### src/rtl/mini_alu_pkg.sv
// ----------------------------------------------------------------------------
// mini_alu_pkg
// Shared definitions for the mini ALU command path: the ALU opcode encoding,
// the scheduler state encoding and a helper that classifies opcodes.
// No ports (package).
// ----------------------------------------------------------------------------
package mini_alu_pkg;

  // ALU opcode encoding. 0x00 is the ALU's default/idle opcode and is
  // never a legal command.
  localparam logic [7:0] OP_IDLE = 8'h00;
  localparam logic [7:0] OP_ADD  = 8'h01;
  localparam logic [7:0] OP_SUB  = 8'h02;
  localparam logic [7:0] OP_MUL  = 8'h03;
  localparam logic [7:0] OP_DIV  = 8'h04;
  localparam logic [7:0] OP_AND  = 8'h05;
  localparam logic [7:0] OP_OR   = 8'h06;
  localparam logic [7:0] OP_XOR  = 8'h07;
  localparam logic [7:0] OP_NOT  = 8'h08;
  localparam logic [7:0] OP_SHL  = 8'h09;
  localparam logic [7:0] OP_SHR  = 8'h0A;
  localparam logic [7:0] OP_ROL  = 8'h0B;
  localparam logic [7:0] OP_ROR  = 8'h0C;
  localparam logic [7:0] OP_INC  = 8'h0D;
  localparam logic [7:0] OP_DEC  = 8'h0E;
  localparam logic [7:0] OP_CMP  = 8'h0F;

  // Scheduler states.
  typedef enum logic [2:0] {
    ST_IDLE     = 3'd0,
    ST_ISSUE    = 3'd1,
    ST_CAPTURE  = 3'd2,
    ST_WAIT_DIV = 3'd3,
    ST_RESP     = 3'd4
  } sched_state_t;

  // Legal commands occupy the contiguous range ADD..CMP.
  function automatic logic is_legal_op(input logic [7:0] op);
    return (op >= OP_ADD) && (op <= OP_CMP);
  endfunction

endpackage

### src/rtl/mini_alu_rr_arb.sv
// ----------------------------------------------------------------------------
// mini_alu_rr_arb
// Two-way round-robin arbiter. When both requesters are valid the one that
// was not granted last time wins; a single valid requester always wins.
// The history register only moves when the grant is actually consumed.
//
// Ports:
//   clk       in   clock
//   rst       in   asynchronous active-low reset
//   i_valid   in   [1:0] request valid per requester
//   i_accept  in   the current grant was consumed by a handshake
//   o_grant   out  index of the granted requester (meaningful only when the
//                  corresponding i_valid bit is set)
// ----------------------------------------------------------------------------
module mini_alu_rr_arb (
  input  logic       clk,
  input  logic       rst,
  input  logic [1:0] i_valid,
  input  logic       i_accept,
  output logic       o_grant
);

  logic r_last_grant;
  logic w_grant;

  always_comb begin
    w_grant = 1'b0;
    case (i_valid)
      2'b11:   w_grant = ~r_last_grant;
      2'b10:   w_grant = 1'b1;
      default: w_grant = 1'b0;
    endcase
  end

  // Resetting to 1 makes requester 0 win the first tie.
  always_ff @(posedge clk or negedge rst) begin
    if (!rst) begin
      r_last_grant <= 1'b1;
    end else if (i_accept) begin
      r_last_grant <= w_grant;
    end
  end

  assign o_grant = w_grant;

endmodule

### src/rtl/mini_alu_cmd_sched.sv
// ----------------------------------------------------------------------------
// mini_alu_cmd_sched
// Command scheduler in front of the 16-bit mini ALU. Accepts commands from
// two requesters (round-robin), issues one at a time to the ALU, sequences
// single-cycle opcodes and the multi-cycle DIV (start pulse, completion wait,
// timeout), and returns each result on a valid/ready response channel tagged
// with the requester id.
//
// Ports:
//   clk, rst                         clock / asynchronous active-low reset
//   i_reqN_valid / o_reqN_ready      command handshake, N = 0,1
//   i_reqN_op/_a/_b/_shift           command opcode, operands, shift amount
//   o_alu_op/_data0/_data1/_num_shift registered ALU command outputs
//   o_alu_div_start                  one-cycle DIV start pulse
//   i_alu_result/_overflow/_valid    registered ALU results
//   o_rsp_valid / i_rsp_ready        response handshake
//   o_rsp_id/_result/_overflow/_err  response payload
// ----------------------------------------------------------------------------
module mini_alu_cmd_sched
  import mini_alu_pkg::*;
#(
  parameter int DIV_TIMEOUT = 64
) (
  input  logic        clk,
  input  logic        rst,

  input  logic        i_req0_valid,
  output logic        o_req0_ready,
  input  logic [7:0]  i_req0_op,
  input  logic [15:0] i_req0_a,
  input  logic [15:0] i_req0_b,
  input  logic [4:0]  i_req0_shift,

  input  logic        i_req1_valid,
  output logic        o_req1_ready,
  input  logic [7:0]  i_req1_op,
  input  logic [15:0] i_req1_a,
  input  logic [15:0] i_req1_b,
  input  logic [4:0]  i_req1_shift,

  output logic [7:0]  o_alu_op,
  output logic [15:0] o_alu_data0,
  output logic [15:0] o_alu_data1,
  output logic [4:0]  o_alu_num_shift,
  output logic        o_alu_div_start,
  input  logic [31:0] i_alu_result,
  input  logic        i_alu_overflow,
  input  logic        i_alu_valid,

  output logic        o_rsp_valid,
  input  logic        i_rsp_ready,
  output logic        o_rsp_id,
  output logic [31:0] o_rsp_result,
  output logic        o_rsp_overflow,
  output logic        o_rsp_err
);

  localparam int CNT_W = $clog2(DIV_TIMEOUT + 1);
  localparam logic [CNT_W-1:0] TMO_LAST = CNT_W'(DIV_TIMEOUT - 1);

  sched_state_t r_state;
  sched_state_t w_state_nxt;

  // Latched command
  logic [7:0]  r_op;
  logic [15:0] r_a;
  logic [15:0] r_b;
  logic [4:0]  r_shift;
  logic        r_id;

  // Registered ALU command outputs
  logic [7:0]  r_alu_op;
  logic [15:0] r_alu_data0;
  logic [15:0] r_alu_data1;
  logic [4:0]  r_alu_shift;
  logic        r_alu_div_start;

  // Response registers
  logic [31:0] r_rsp_result;
  logic        r_rsp_overflow;
  logic        r_rsp_err;

  logic [CNT_W-1:0] r_tmo_cnt;

  logic        w_grant;
  logic        w_idle;
  logic        w_accept;
  logic [7:0]  w_req_op;
  logic [15:0] w_req_a;
  logic [15:0] w_req_b;
  logic [4:0]  w_req_shift;
  logic [7:0]  w_cmd_op;
  logic [15:0] w_cmd_a;
  logic [15:0] w_cmd_b;
  logic [4:0]  w_cmd_shift;
  logic        w_drive_alu;
  logic        w_div_done;
  logic        w_div_tmo;

  mini_alu_rr_arb u_arb (
    .clk      (clk),
    .rst      (rst),
    .i_valid  ({i_req1_valid, i_req0_valid}),
    .i_accept (w_accept),
    .o_grant  (w_grant)
  );

  // A command is only taken in IDLE, from whichever requester holds the grant.
  assign w_idle       = (r_state == ST_IDLE);
  assign w_accept     = w_idle && (w_grant ? i_req1_valid : i_req0_valid);
  assign o_req0_ready = w_accept && !w_grant;
  assign o_req1_ready = w_accept && w_grant;

  always_comb begin
    w_req_op    = i_req0_op;
    w_req_a     = i_req0_a;
    w_req_b     = i_req0_b;
    w_req_shift = i_req0_shift;
    if (w_grant) begin
      w_req_op    = i_req1_op;
      w_req_a     = i_req1_a;
      w_req_b     = i_req1_b;
      w_req_shift = i_req1_shift;
    end
  end

  // The ALU registers load on the same edge as the command latch, so in IDLE
  // they take the incoming request directly rather than the latch contents.
  always_comb begin
    w_cmd_op    = r_op;
    w_cmd_a     = r_a;
    w_cmd_b     = r_b;
    w_cmd_shift = r_shift;
    if (w_idle) begin
      w_cmd_op    = w_req_op;
      w_cmd_a     = w_req_a;
      w_cmd_b     = w_req_b;
      w_cmd_shift = w_req_shift;
    end
  end

  // alu_valid in the first WAIT_DIV cycle still reflects the previous
  // operation, so completion is only recognised from the second cycle on.
  // A completion in the last allowed cycle wins over the timeout.
  assign w_div_done = (r_state == ST_WAIT_DIV) && (r_tmo_cnt != '0) && i_alu_valid;
  assign w_div_tmo  = (r_state == ST_WAIT_DIV) && !w_div_done && (r_tmo_cnt == TMO_LAST);

  always_comb begin
    w_state_nxt = r_state;
    case (r_state)
      ST_IDLE: begin
        if (w_accept) begin
          w_state_nxt = is_legal_op(w_req_op) ? ST_ISSUE : ST_RESP;
        end
      end
      ST_ISSUE: begin
        w_state_nxt = (r_op == OP_DIV) ? ST_WAIT_DIV : ST_CAPTURE;
      end
      ST_CAPTURE: begin
        w_state_nxt = ST_RESP;
      end
      ST_WAIT_DIV: begin
        if (w_div_done || w_div_tmo) begin
          w_state_nxt = ST_RESP;
        end
      end
      ST_RESP: begin
        if (i_rsp_ready) begin
          w_state_nxt = ST_IDLE;
        end
      end
      default: w_state_nxt = ST_IDLE;
    endcase
  end

  assign w_drive_alu = (w_state_nxt == ST_ISSUE) ||
                       (w_state_nxt == ST_CAPTURE) ||
                       (w_state_nxt == ST_WAIT_DIV);

  always_ff @(posedge clk or negedge rst) begin
    if (!rst) begin
      r_state <= ST_IDLE;
    end else begin
      r_state <= w_state_nxt;
    end
  end

  always_ff @(posedge clk or negedge rst) begin
    if (!rst) begin
      r_op    <= OP_IDLE;
      r_a     <= '0;
      r_b     <= '0;
      r_shift <= '0;
      r_id    <= 1'b0;
    end else if (w_accept) begin
      r_op    <= w_req_op;
      r_a     <= w_req_a;
      r_b     <= w_req_b;
      r_shift <= w_req_shift;
      r_id    <= w_grant;
    end
  end

  // The ALU sees the command only while it is being executed; otherwise it
  // is parked on the idle opcode with zero operands.
  always_ff @(posedge clk or negedge rst) begin
    if (!rst) begin
      r_alu_op        <= OP_IDLE;
      r_alu_data0     <= '0;
      r_alu_data1     <= '0;
      r_alu_shift     <= '0;
      r_alu_div_start <= 1'b0;
    end else begin
      r_alu_op        <= w_drive_alu ? w_cmd_op    : OP_IDLE;
      r_alu_data0     <= w_drive_alu ? w_cmd_a     : 16'h0000;
      r_alu_data1     <= w_drive_alu ? w_cmd_b     : 16'h0000;
      r_alu_shift     <= w_drive_alu ? w_cmd_shift : 5'd0;
      r_alu_div_start <= (w_state_nxt == ST_ISSUE) && (w_cmd_op == OP_DIV);
    end
  end

  always_ff @(posedge clk or negedge rst) begin
    if (!rst) begin
      r_tmo_cnt <= '0;
    end else if (r_state == ST_WAIT_DIV) begin
      r_tmo_cnt <= r_tmo_cnt + CNT_W'(1);
    end else begin
      r_tmo_cnt <= '0;
    end
  end

  // Illegal opcodes and DIV timeouts both report result 0 with overflow set.
  always_ff @(posedge clk or negedge rst) begin
    if (!rst) begin
      r_rsp_result   <= '0;
      r_rsp_overflow <= 1'b0;
      r_rsp_err      <= 1'b0;
    end else if (w_accept && !is_legal_op(w_req_op)) begin
      r_rsp_result   <= '0;
      r_rsp_overflow <= 1'b1;
      r_rsp_err      <= 1'b1;
    end else if (r_state == ST_CAPTURE) begin
      r_rsp_result   <= i_alu_result;
      r_rsp_overflow <= i_alu_overflow;
      r_rsp_err      <= ~i_alu_valid;
    end else if (w_div_done) begin
      r_rsp_result   <= i_alu_result;
      r_rsp_overflow <= i_alu_overflow;
      r_rsp_err      <= 1'b0;
    end else if (w_div_tmo) begin
      r_rsp_result   <= '0;
      r_rsp_overflow <= 1'b1;
      r_rsp_err      <= 1'b1;
    end
  end

  assign o_alu_op        = r_alu_op;
  assign o_alu_data0     = r_alu_data0;
  assign o_alu_data1     = r_alu_data1;
  assign o_alu_num_shift = r_alu_shift;
  assign o_alu_div_start = r_alu_div_start;

  assign o_rsp_valid    = (r_state == ST_RESP);
  assign o_rsp_id       = r_id;
  assign o_rsp_result   = r_rsp_result;
  assign o_rsp_overflow = r_rsp_overflow;
  assign o_rsp_err      = r_rsp_err;

endmodule

### config.mk
export PLATFORM = sky130hd
export DESIGN_NAME = mini_alu_cmd_sched
export DESIGN_NICKNAME = d
export VERILOG_FILES = /design/src/rtl/mini_alu_pkg.sv /design/src/rtl/mini_alu_rr_arb.sv /design/src/rtl/mini_alu_cmd_sched.sv
export SDC_FILE = /design/constraint.sdc
export NUM_CORES = 1
export LEC_CHECK = 0
export ABC_AREA = 1
export BUFFER_PORTS_ARGS = -buffer_cell sky130_fd_sc_hd__buf_2
export CORE_MARGIN = 2
export CORE_UTILIZATION = 40
export CTS_CLUSTER_SIZE = 40
export DETAILED_ROUTE_END_ITERATION = 10
export PLACE_DENSITY = 0.66
export SYNTH_ARGS = -nofsm -noshare
export SYNTH_HDL_FRONTEND = slang
export SYNTH_SLANG_ARGS = --single-unit
### constraint.sdc
create_clock -name clk -period 2.2 [get_ports clk]
set_clock_uncertainty 0.1 [all_clocks]
set_input_delay 0.33 -clock clk [delete_from_list [all_inputs] [get_ports clk]]
set_output_delay 0.33 -clock clk [all_outputs]
set_load 0.02 [all_outputs]
# Word level (Yosys, flattened, before mapping)

Cells that the tools add are included.

Register bits: 137
Logic and storage cells: 84
Bits of input ports: 129

Reduce and logical (&&, ||, !) cells: 19
Bitwise operators: 2
Mux-type cells: 32
Order comparisons: 2
Equal/unequal tests: 12
Add/subtract/negate cells: 1

Operator list:

| kind                                                                   | count |
|---|---|
| 32-bit 2-to-1 mux                                                      | 4 |
| 16-bit 2-to-1 mux                                                      | 6 |
| 8-bit 2-to-1 mux                                                       | 3 |
| 8-bit by 3-bit == test with 1-bit output (second input constant)       | 2 |
| 5-bit 2-to-1 mux                                                       | 3 |
| 3-bit case mux with 5 select lines                                     | 1 |
| 3-bit by 2-bit == test with 1-bit output (second input constant)       | 4 |
| 3-bit 2-to-1 mux                                                       | 4 |
| 1-bit logical AND                                                      | 10 |
| 1-bit 2-to-1 mux                                                       | 9 |
| 8-bit by 1-bit >= comparator with 1-bit output (second input constant) | 1 |
| 8-bit by 4-bit <= comparator with 1-bit output (second input constant) | 1 |
| 7-bit by 1-bit adder with 7-bit output (second input constant)         | 1 |
| 7-bit by 6-bit == test with 1-bit output (second input constant)       | 1 |
| 7-bit 2-to-1 mux                                                       | 1 |
| 7-bit nonzero test                                                     | 1 |
| 3-bit by 1-bit == test with 1-bit output (second input constant)       | 2 |
| 2-bit == test (second input constant)                                  | 2 |
| 4-bit nonzero test                                                     | 1 |
| 3-bit == test (second input constant)                                  | 1 |
| 1-bit logical NOT                                                      | 3 |
| 3-bit logical NOT                                                      | 1 |
| 1-bit logical OR                                                       | 3 |
| 1-bit inverter                                                         | 2 |
| 1-bit case mux with 2 select lines                                     | 1 |

# Logic depth before layout (Yosys ltp)

Depth after elaboration: 13
Mapped depth: 13
Mapped depth without buffers: 13

# Cells and area by module

Synthesis repeated with hierarchy kept, for this count alone.

Cells, all modules: 850
Area, all modules: 6546.3 µm²

Modules (own cells, without submodules):

| module             | cells an instance | area each (µm²) | instances | seq. area each (µm²) |
|---|---|---|---|---|
| mini_alu_cmd_sched | 843               | 6493.7          | 1         | 3403.3 |
| mini_alu_rr_arb    | 7                 | 52.6            | 1         | 26.3 |

# Least setup slack after synthesis

No wires, ideal clock.

Kind: flip-flop to output port
Start: register r_state[1]
End: output port o_req0_ready
Cell stages (with the launch flop): 10
Path slack: 0.222 ns
Required time: 1.770 ns
Arrival: 1.548 ns
Cells stage by stage: dfrtp_1 > inv_1 > nand2_1 > nor2_2 > inv_1 > nor2_2 > buf_4 > inv_1 > buf_2 > nor2_1

Longest elaborated chain between the ends: 3

RTL lines:

| item                   | RTL line                  | text |
|---|---|---|
| start, declared        | mini_alu_cmd_sched.sv:61  | `sched_state_t r_state;` |
| start signal, assigned | mini_alu_cmd_sched.sv:184 | `r_state <= w_state_nxt;` |
| 3-bit logical NOT      | mini_alu_cmd_sched.sv:109 | `assign w_idle = (r_state == ST_IDLE);` |
| 1-bit logical AND      | mini_alu_cmd_sched.sv:110 | `assign w_accept = w_idle && (w_grant ? i_req1_valid : i_req0_valid);` |
| 1-bit logical AND      | mini_alu_cmd_sched.sv:111 | `assign o_req0_ready = w_accept && !w_grant;` |
| end, declared          | mini_alu_cmd_sched.sv:28  | `output logic o_req0_ready,` |

Every way passes these cells.

# Worst setup path after layout

Same ends and word-level chain as after synthesis.

==> run summary <==
## Synth
- **area fraction in compound gates after synthesis** 0.0690
- **library cell with the largest summed area after synthesis** sky130_fd_sc_hd__dfrtp_1
- **share of the yosys chip area belonging to registers** 0.525
- **largest cells by area after synthesis** sky130_fd_sc_hd__dfrtp_1, sky130_fd_sc_hd__nand2_1, sky130_fd_sc_hd__inv_1
- **post-synthesis xor/xnor area fraction** 0
- **synthesized flop and latch total** 137
- **area of the mapped netlist** 6530 µm²
- **number of distinct library cells after synthesis** 26
- **multiplexer share of the synthesized area** 0
- **count of yosys warnings during synthesis** 0
- **Synth Area in Adders** 0.00383
- **count of mapped cells out of synthesis** 850
- **fraction of the mapped netlist area in simple logic gates** 0.295
- **main combinational cell family by area after synthesis** simple AND/OR/NAND/NOR gates
- **synthesized area divided by synthesized cell count** 7.68 µm²
- **area fraction of the dominant cell type after synthesis** 0.521
- **Net Count, Synth** 981

## Layout
- **commonest non-fill, non-tap cell in the layout** sky130_fd_sc_hd__nand2_1
- **final core utilization** 0.534
- **fraction of final layout cells with drive strength greater than 1** 0.275
- **non-filler instance count after layout** 1293
- **Area Growth Syn to Fin** 30.3%
- **fill cell total of the finished layout** 1518
- **post-route design area** 8510 µm²
- **commonest non-fill, non-tap cells in the layout** sky130_fd_sc_hd__nand2_1, sky130_fd_sc_hd__buf_2, sky130_fd_sc_hd__dfrtp_1, sky130_fd_sc_hd__inv_1, sky130_fd_sc_hd__o21ai_0
- **Antenna Diode Count** 0
- **# nets final** 1195

## Global routing
- **maximum number of pins on one net before global-route repair** 86
- **number of antenna violations at the first check in global routing** 0
- **most crowded layer after global routing** met2
- **global-route wire length before repair** 26.4 mm
- **GRT Overall Usage** 0.190
- **grt met1 use** 0.248
- **met2 Use GR** 0.307
- **vias in the first global route** 5410
- **met3 Track Usage GR** 0.0500
- **gr ovfl total** 0

## Placement
- **HPWL after detailed placement** 11.3 mm
- **cell count after placement** 1254
- **instance area after placement** 7830 µm²
- **I/O Buffers** 212
- **Routability Congestion** 0.853

## Drt
- **Wirelength per Cell** 12.2 µm
- **post-detailed-routing wire length** 15.8 mm
- **DRC violations left** 0
- **count of vias placed by the detailed router** 5743
- **number of routed nets with antenna violations** 0
- **vias per cell** 4.44
- **drt pass-1 iters** 4
- **First DRT Iteration DRCs** 230

## STA
- **unrepaired setup endpoints after global routing** no
- **final setup violation count** 0
- **transition time at the pin with the least slew margin** 0.504 ns
- **number of endpoints with negative hold slack in the final report** 0
- **Tcrit/Tclk final** 0.940
- **final slew viol count** 0
- **tightest slew margin relative to the limit** 0.664
- **Min Clock Period, post-route** 2.07 ns
- **timing-limited maximum frequency** 0.484 GHz
- **Fin Setup TNS** 0 ns

## Floorplanning
- **number of placed I/O pins** 213
- **initial core utilization** 0.409
- **area of the die** 17400 µm²
- **DIE HEIGHT** 132 µm
- **Chip Width** 132 µm
- **Site Rows** 46
- **floorplan core area** 15900 µm²

## Status
- **result of the run** complete, no violations

## Clock tree
- **Inserted Clock Buffers** 17
- **clock edge transition at the registers on the reported setup and hold paths** 0.06 ns
- **clock latency on the worst-skew pair** 0.41 ns
- **maximum clock insertion buffer count** 2
- **root buf cell** sky130_fd_sc_hd__clkbuf_16
- **CTS HTree Levels** 4
- **TritonCTS clock tree** yes
- **number of sinks on the clock net** 137

## Pwr
- **Leak Pwr** 0.00519 µW
- **part of the power in registers** 0.370
- **P per Cell Area** 1010 nW/µm²
- **power share of the clock group** 0.323
- **cell-internal power** 5630 µW
- **total power of the final layout** 8640 µW
- **maximum resistive drop on vdd** 0.618 mV
- **net switching power** 3010 µW
- **part of the total power dissipated in combinational logic** 0.306
- **Sw Share** 0.348

## Setup path
- **startpoint of the worst-slack reg-to-reg timing path** u_arb.r_last_grant
- **Critical Path Sink Type** output pin
- **flop-to-flop setup slack** 0.19 ns
- **reg-to-reg endpoint** o_rsp_result[23]
- **Worst Path Class, Setup** flop to output pin
- **CP required** 1.77 ns
- **arrival time worst endpoint** 1.64 ns
- **biggest fanout along the worst timing path** 3
- **number of cell instances on the worst register-to-register path** 11
- **Setup crit start kind** flop

## Flow run
- **# Max-Cap Violations** 0

## Worst hold path
- **hold-critical path endpoint** o_rsp_result[22]
- **worst hold path type** input pin to flop
- **Hold Path Depth** 3
- **startpoint of the lowest-slack hold path** i_alu_result[22]

-- kinds of logic after synthesis --
logic type	Yosys count
adder cells (fa/ha/maj)	2
flip-flops	137
buffers and inverters	159
AO/OA/AOI/OAI	90
AND/OR/NAND/NOR	462
-- repair_timing --
action,in CTS,in global routing
endpoints found under the hold margin,46,0
pin swaps,1,0
hold buffers,5,0
resized for setup,3,7
endpoints found under the setup margin,2,4
setup buffers,2,0
-- worst max-delay path, cell delays in order, from the launching register on --
cell                      delay (ns)
sky130_fd_sc_hd__dfrtp_1        0.38
sky130_fd_sc_hd__inv_1          0.09
sky130_fd_sc_hd__nand2_1        0.10
sky130_fd_sc_hd__nor2_4         0.13
sky130_fd_sc_hd__inv_1          0.10
sky130_fd_sc_hd__nor2_4         0.12
sky130_fd_sc_hd__inv_1          0.06
sky130_fd_sc_hd__nor2_1         0.09
sky130_fd_sc_hd__buf_4          0.16
-- power by group through the flow --
stage	sequential [µW]	clock [µW]	combinational, µW
6_report	3200	2790	2640
5_1_grt	3240	2990	3060
4_1_cts	3200	2870	2670
3_5_place_dp	3240	0	2610
3_3_place_gp	3220	0	2580
2_1_floorplan	3290	0	1800
-- layout make-up --
cell class                 count  area, µm²  share of cell area
clock buffer                  21        460              0.0541
inverter                     117        443              0.0521
multi-input combinational    554       2420               0.285
tap                          216        270              0.0318
clock inverter                11        121              0.0143
timing repair buffer         237       1360               0.160
sequential                   137       3430               0.403
-- per-stage QoR --
stage                     hold WS [ns]  worst slack (ns)
final                           0.0172             0.133
after global routing           0.00383           0.00636
after CTS                     0.000192           0.00618
after detailed placement         0.197             0.175
after global placement           0.195             0.238
after floorplan                -0.0656             0.222
-- worst max-delay path by stage --
| stage | startpoint | to | slack (ns) | cells past startpoint |
|---|---|---|---|---|
| 2_1_floorplan | r_state[1] | o_req0_ready | 0.22 | 9 |
| 3_3_place_gp | u_arb.r_last_grant | o_alu_op[2] | 0.24 | 11 |
| 3_5_place_dp | u_arb.r_last_grant | o_alu_data1[1] | 0.17 | 11 |
| 4_1_cts | r_state[1] | o_req1_ready | 0.006 | 7 |
| 5_1_grt | r_state[1] | o_req0_ready | 0.006 | 8 |
| 6_report | r_state[1] | o_req0_ready | 0.13 | 8 |
-- per-layer routing --
metal  part of all wire  up-vias  wire length (µm)
li1                   -     2997                 -
met1               0.45     2560              7180
met2               0.47      172              7440
met3              0.060       14               954
met4              0.014        0               226
met5                  0        -                 0
-- registers in the layout, indices dropped and copies added (netlist names) --
signal and count:
o_rsp_err 1, o_rsp_overflow 1, r_b 16, o_alu_num_shift 5, o_alu_div_start 1, r_shift 5
u_arb.r_last_grant 1, r_state 3, o_alu_op 8, o_alu_data1 16, o_rsp_id 1, o_rsp_result 32
r_tmo_cnt 7, o_alu_data0 16, r_op 8, r_a 16
-- cells in the mapped netlist --
| master | n |
|---|---|
| sky130_fd_sc_hd__or2_2 | 4 |
| sky130_fd_sc_hd__dfstp_2 | 1 |
| sky130_fd_sc_hd__nand2_4 | 1 |
| sky130_fd_sc_hd__nor2_2 | 3 |
| sky130_fd_sc_hd__nor2_1 | 19 |
| sky130_fd_sc_hd__inv_1 | 111 |
| sky130_fd_sc_hd__nor3_1 | 5 |
| sky130_fd_sc_hd__nand3_1 | 41 |
| sky130_fd_sc_hd__o21ai_1 | 4 |
| sky130_fd_sc_hd__buf_4 | 4 |
| sky130_fd_sc_hd__nand3_2 | 10 |
| sky130_fd_sc_hd__a21oi_1 | 6 |
| sky130_fd_sc_hd__o21ai_0 | 80 |
| sky130_fd_sc_hd__nand2_2 | 5 |
| sky130_fd_sc_hd__ha_1 | 2 |
| sky130_fd_sc_hd__and3_1 | 1 |
| sky130_fd_sc_hd__nand2_1 | 368 |
| sky130_fd_sc_hd__nor2_4 | 1 |
| sky130_fd_sc_hd__buf_6 | 8 |
| sky130_fd_sc_hd__nand3_4 | 1 |
| sky130_fd_sc_hd__buf_2 | 19 |
| sky130_fd_sc_hd__clkbuf_1 | 9 |
| sky130_fd_sc_hd__buf_1 | 2 |
| sky130_fd_sc_hd__dfrtp_1 | 136 |
| sky130_fd_sc_hd__inv_2 | 6 |
| sky130_fd_sc_hd__nand3b_1 | 3 |
No activity file was read; power rests on OpenSTA's default activity.
